File: src/rtl/mips_pkg.sv
// mips_pkg: shared widths, ALU op encodings and MEM/WB control bundle for the MIPS core
package mips_pkg;
    localparam int DATA_W = 32;
    localparam int REG_W  = 5;
    typedef enum logic [2:0] {
        ALU_ADD = 3'b010,
        ALU_SUB = 3'b110
    } alu_op_t;
    typedef struct packed {
        logic mem_read;
        logic mem_write;
        logic reg_write;
        logic mem_to_reg;
    } memwb_ctrl_t;
endpackage

File: src/rtl/branch_resolve.sv
// branch_resolve: beq/bne taken decision from the ALU zero flag, shared with the ID early-branch unit
module branch_resolve (
    input  logic branch,
    input  logic zero,
    input  logic branch_ne,
    output logic taken
);
    assign taken = branch & (zero ^ branch_ne);
endmodule

File: src/rtl/ex_mem_stage.sv
// ex_mem_stage: EX/MEM pipeline register with branch resolution, stall/flush/squash and forwarding tap; optional overflow trap via EX_MEM_OVF_TRAP_EN
module ex_mem_stage #(
    parameter int DATA_W = mips_pkg::DATA_W,
    parameter int REG_W  = mips_pkg::REG_W,
    parameter int CNT_W  = 16
) (
    input  logic              clk,
    input  logic              rst,
    input  logic              in_valid,
    input  logic [DATA_W-1:0] alu_result,
    input  logic              alu_zero,
    input  logic [DATA_W-1:0] rt_data,
    input  logic [REG_W-1:0]  dest_reg,
    input  logic              mem_read,
    input  logic              mem_write,
    input  logic              reg_write,
    input  logic              mem_to_reg,
    input  logic              branch,
    input  logic              branch_ne,
    input  logic [DATA_W-1:0] branch_target,
    input  logic              stall,
    input  logic              flush,
`ifdef EX_MEM_OVF_TRAP_EN
    input  logic              alu_overflow,
    input  logic              trap_en,
    input  logic [DATA_W-1:0] pc_in,
    output logic              exc_overflow,
    output logic [DATA_W-1:0] epc,
`endif
    output logic              out_valid,
    output logic [DATA_W-1:0] out_alu_result,
    output logic [DATA_W-1:0] out_store_data,
    output logic [REG_W-1:0]  out_dest_reg,
    output logic              out_mem_read,
    output logic              out_mem_write,
    output logic              out_reg_write,
    output logic              out_mem_to_reg,
    output logic              pc_src,
    output logic [DATA_W-1:0] out_branch_target,
    output logic              fwd_valid,
    output logic [REG_W-1:0]  fwd_reg,
    output logic [DATA_W-1:0] fwd_data,
    output logic [CNT_W-1:0]  taken_count
);
    import mips_pkg::*;

    logic              taken_in, taken_q, taken_d, valid_d, bubble, capture, trap;
    memwb_ctrl_t       ctrl_in, ctrl_q, ctrl_d;
    logic [DATA_W-1:0] alu_d, store_d, tgt_d;
    logic [REG_W-1:0]  dest_d;
    logic [CNT_W-1:0]  cnt_d;

    branch_resolve u_branch_resolve (
        .branch    (branch),
        .zero      (alu_zero),
        .branch_ne (branch_ne),
        .taken     (taken_in)
    );

    // flush beats stall; an unstalled taken branch squashes the wrong-path slot behind it
    assign bubble  = flush | (~stall & pc_src);
    assign capture = ~flush & ~stall & ~pc_src;

`ifdef EX_MEM_OVF_TRAP_EN
    assign trap = in_valid & trap_en & alu_overflow;
`else
    assign trap = 1'b0;
`endif

    assign ctrl_in = '{
        mem_read:   mem_read  & in_valid & ~trap,
        mem_write:  mem_write & in_valid & ~trap,
        reg_write:  reg_write & in_valid & (dest_reg != '0) & ~trap,
        mem_to_reg: mem_to_reg & in_valid
    };

    // next state: bubble, hold or capture; the counter only moves on a taken capture
    always_comb begin
        valid_d = capture ? in_valid : (bubble ? 1'b0 : out_valid);
        ctrl_d  = capture ? ctrl_in : (bubble ? '0 : ctrl_q);
        alu_d   = capture ? alu_result : (bubble ? '0 : out_alu_result);
        store_d = capture ? rt_data : (bubble ? '0 : out_store_data);
        dest_d  = capture ? dest_reg : (bubble ? '0 : out_dest_reg);
        tgt_d   = capture ? branch_target : (bubble ? '0 : out_branch_target);
        taken_d = capture ? (in_valid & taken_in) : (bubble ? 1'b0 : taken_q);
        cnt_d   = (capture & in_valid & taken_in & (taken_count != '1)) ? taken_count + CNT_W'(1) : taken_count;
    end

    // stage registers, cleared immediately by reset
    always_ff @(posedge clk or posedge rst) begin
        if (rst) begin
            out_valid         <= 1'b0;
            ctrl_q            <= '0;
            out_alu_result    <= '0;
            out_store_data    <= '0;
            out_dest_reg      <= '0;
            out_branch_target <= '0;
            taken_q           <= 1'b0;
            taken_count       <= '0;
        end else begin
            out_valid         <= valid_d;
            ctrl_q            <= ctrl_d;
            out_alu_result    <= alu_d;
            out_store_data    <= store_d;
            out_dest_reg      <= dest_d;
            out_branch_target <= tgt_d;
            taken_q           <= taken_d;
            taken_count       <= cnt_d;
        end
    end

`ifdef EX_MEM_OVF_TRAP_EN
    // sticky overflow exception with the faulting PC, cleared only by reset
    always_ff @(posedge clk or posedge rst) begin
        if (rst) begin
            exc_overflow <= 1'b0;
            epc          <= '0;
        end else if (capture & trap) begin
            exc_overflow <= 1'b1;
            epc          <= pc_in;
        end
    end
`endif

    assign out_mem_read   = ctrl_q.mem_read;
    assign out_mem_write  = ctrl_q.mem_write;
    assign out_reg_write  = ctrl_q.reg_write;
    assign out_mem_to_reg = ctrl_q.mem_to_reg;
    assign pc_src         = out_valid & taken_q;
    assign fwd_valid      = out_valid & ctrl_q.reg_write & ~ctrl_q.mem_read;
    assign fwd_reg        = out_dest_reg;
    assign fwd_data       = out_alu_result;
endmodule

File: config.mk
export PLATFORM = sky130hd
export DESIGN_NAME = ex_mem_stage
export DESIGN_NICKNAME = d
export VERILOG_FILES = /design/src/rtl/mips_pkg.sv /design/src/rtl/branch_resolve.sv /design/src/rtl/ex_mem_stage.sv
export SDC_FILE = /design/constraint.sdc
export NUM_CORES = 1
export LEC_CHECK = 0
export CAP_MARGIN = 10
export CORE_ASPECT_RATIO = 0.75
export CORE_MARGIN = 3
export CORE_UTILIZATION = 38
export DETAILED_ROUTE_END_ITERATION = 10
export PLACE_DENSITY = 0.85
export SLEW_MARGIN = 10
export SYNTH_ARGS = -nofsm -noshare
export SYNTH_HDL_FRONTEND = slang
export SYNTH_SLANG_ARGS = --single-unit
export TNS_END_PERCENT = 50
File: constraint.sdc
create_clock -name clk -period 4.5 [get_ports clk]
set_input_delay 0.9 -clock clk [delete_from_list [all_inputs] [get_ports clk]]
set_output_delay 0.9 -clock clk [all_outputs]
set_load 0.01 [all_outputs]
==> impl_metrics.env <==
export IMPL_numCtsBuffers=17
export IMPL_setup_tns_ns=0
export IMPL_pwr_share_clk=0.475
export IMPL_core_area_um2=12400
export IMPL_setup_worst_path_start_class="primary input"
export IMPL_finClkSkew_ns=0.0114
export IMPL_p_seq_frac=0.381
export IMPL_p_per_area_nw_per_um2=395
export IMPL_die_w_um=137
export IMPL_setup_viol=0
export IMPL_final_common_cell="clkdlybuf4s50_1"
export IMPL_syn_area_um2=4860
export IMPL_drtAntennaViolNets=0
export IMPL_grt_first_pass_wirelength_mm=22.8
export IMPL_final_max_slew_violation_count=0
export IMPL_path_class="primary input to flop"
export IMPL_finalHoldViolations=0
export IMPL_portBuffers=273
export IMPL_cp_arrival_ns=2.87
export IMPL_syn2layout_area_growth_pct=67.9
export IMPL_cts_hold_buf=0
export IMPL_synth_edf_count=0
export IMPL_outcome="completed"
export IMPL_async_flop_share=1.00
export IMPL_first_global_vias=4070
export IMPL_final_cell_mix="clkdlybuf4s50_1 (273), dfrtp_1 (123), a22o_1 (102), clkbuf_16 (17), xor2_1 (9)"
export IMPL_avgSynthCellArea_um2=13.7
export IMPL_ys_warn_count=0
export IMPL_routabilityCongestion=0.826
export IMPL_min_period_ns=2.53
export IMPL_drtIter0Drc=143
export IMPL_switching_power_w=0.000736
export IMPL_synth_seq_area_share=0.633
export IMPL_clk_pin_slew_ns=0.06
export IMPL_synth_ff_type="dfrtp_1"
export IMPL_cts_resized=0
export IMPL_synthDistinctLibCells=29
export IMPL_drive_above_1_share=0.0713
export IMPL_die_h_um=104
export IMPL_switching_share=0.228
export IMPL_cts_sinks=123
export IMPL_firstDrtPassIters=5
export IMPL_wl_per_cell_um=18.9
export IMPL_syn_nets=470
export IMPL_grt_usage=0.205
export IMPL_fin_crit_sh=0.563
export IMPL_dp_hpwl_mm=10.5
export IMPL_vdd_ir_drop_max_v=0.000305
export IMPL_grt_max_degree=68
export IMPL_p_int_w=0.00249
export IMPL_drt_wl_total_mm=14.5
export IMPL_via_per_inst=5.19
export IMPL_power_leakage_nw=3.54
export IMPL_die_area_um2=14200
export IMPL_io_pin_count=274
export IMPL_clkLatencyLatePin_ns=0.40
export IMPL_vias=3990
export IMPL_critPathMaxFanout=48
export IMPL_timing_hold_ws_ns=0.490
export IMPL_antenna_cells=0
export IMPL_cap_violations=0
export IMPL_worst_slew_pin_slew_ns=0.851
export IMPL_clk_path_buf_depth=2
export IMPL_cts_root_buf="clkbuf_16"
export IMPL_synth_cells=356
export IMPL_postSynthRegisterBits=123
export IMPL_antenna_found_initial=0
export IMPL_required_ns=4.83
export IMPL_power_frac_comb=0.144
export IMPL_drc=0
export IMPL_cts_tree="done"
export IMPL_final_nets=704
export IMPL_initial_utilization=0.392
export IMPL_grt_overflow_total=0
export IMPL_endpoint_kind="flop"
export IMPL_rsz0062_at_grt="false"
export IMPL_htree_num_levels=4
export IMPL_rows=35
export IMPL_fmax_mhz=395
export IMPL_postCtsSetupBuffers=0
export IMPL_hold_class="flop to flop"
export IMPL_relSlewSlack=0.433
[layout make-up]
cell class / count / area (µm²)
inverters: 3 / 13.8
flip-flops and latches: 123 / 3080
well taps: 166 / 208
repair buffers: 278 / 2780
clock inverters: 12 / 208
fillers: 939 / 4240
clock buffers: 20 / 467
multi-input cells: 167 / 1400
[power groups by stage]
stage,Clock [W],Sequential [W],Combinational [W]
floorplan,0,0.00127,0.000152
global placement,0,0.00124,0.000457
detailed placement,0,0.00125,0.000470
CTS,0.00155,0.00123,0.000472
global route,0.00161,0.00124,0.000498
finish,0.00153,0.00123,0.000465
[stage by stage]
stage,utilization,setup slack (ns),total power [W],instance area [µm²],std cells
after CTS,0.658,1.96,0.00326,8160,769
after floorplan,-,0.329,0.00142,4860,356
after global routing,0.658,1.81,0.00335,8160,769
final,0.658,1.97,0.00323,8160,769
after detailed placement,0.604,1.55,0.00172,7480,737
after global placement,0.604,1.61,0.00170,7480,737
[synthesized netlist by cell type (3+ instances only)]
| cell | instances | area share |
|---|---|---|
| xor2_1 | 9 | 0.016 |
| a32o_1 | 3 | 0.0062 |
| xnor2_1 | 6 | 0.011 |
| buf_4 | 37 | 0.057 |
| inv_1 | 3 | 0.0023 |
| a2111oi_1 | 4 | 0.0082 |
| and4_1 | 4 | 0.0072 |
| nand3_1 | 3 | 0.0031 |
| a22o_1 | 102 | 0.18 |
| o2111ai_1 | 3 | 0.0054 |
| clkbuf_1 | 22 | 0.017 |
| nand2_1 | 7 | 0.0054 |
| nand4_1 | 7 | 0.0090 |
| a211oi_1 | 3 | 0.0046 |
| dfrtp_1 | 123 | 0.63 |
| buf_1 | 3 | 0.0023 |
[per-layer routing]
metal	global-route usage	wire, µm	vias to the layer above
li1	-	-	1773
met1	0.250	5720	1999
met2	0.352	7480	197
met3	0.0653	1100	21
met4	0.0518	216	0
met5	0	0	-
[worst max-delay path: stages]
cell             delay (ns)
clkdlybuf4s50_1        0.53
nor2b_4                0.62
buf_4                  0.55
a22o_1                 0.22
[cells by family (layout without fill, tap and decap cells)]
logic type | count (synthesis) | in the layout | synth area share
flops | 123 | 123 | 0.633
compound gates | 119 | 119 | 0.217
buf+inv | 66 | 313 | 0.0798
simple gates | 30 | 30 | 0.0355
xor+xnor | 15 | 15 | 0.0270
mux | 2 | 2 | 0.00463
fa+ha+maj | 1 | 1 | 0.00257
[worst paths after layout]
| path | start | end | slack, ns | cells past startpoint |
|---|---|---|---|---|
| setup reg to reg | out_valid | taken_count[1] | 2.50 | 4 |
| setup / recovery | stall | fwd_data[31] | 1.97 | 4 |
| min in group asynchronous | rst | out_store_data[6] | 1.02 | 2 |
| max in group asynchronous | rst | out_branch_target[21] | 2.66 | 3 |
| hold / removal | taken_count[5] | taken_count[5] | 0.49 | 1 |
| hold reg to reg | taken_count[5] | taken_count[5] | 0.49 | 1 |
Power figures use the tool's default switching activity.
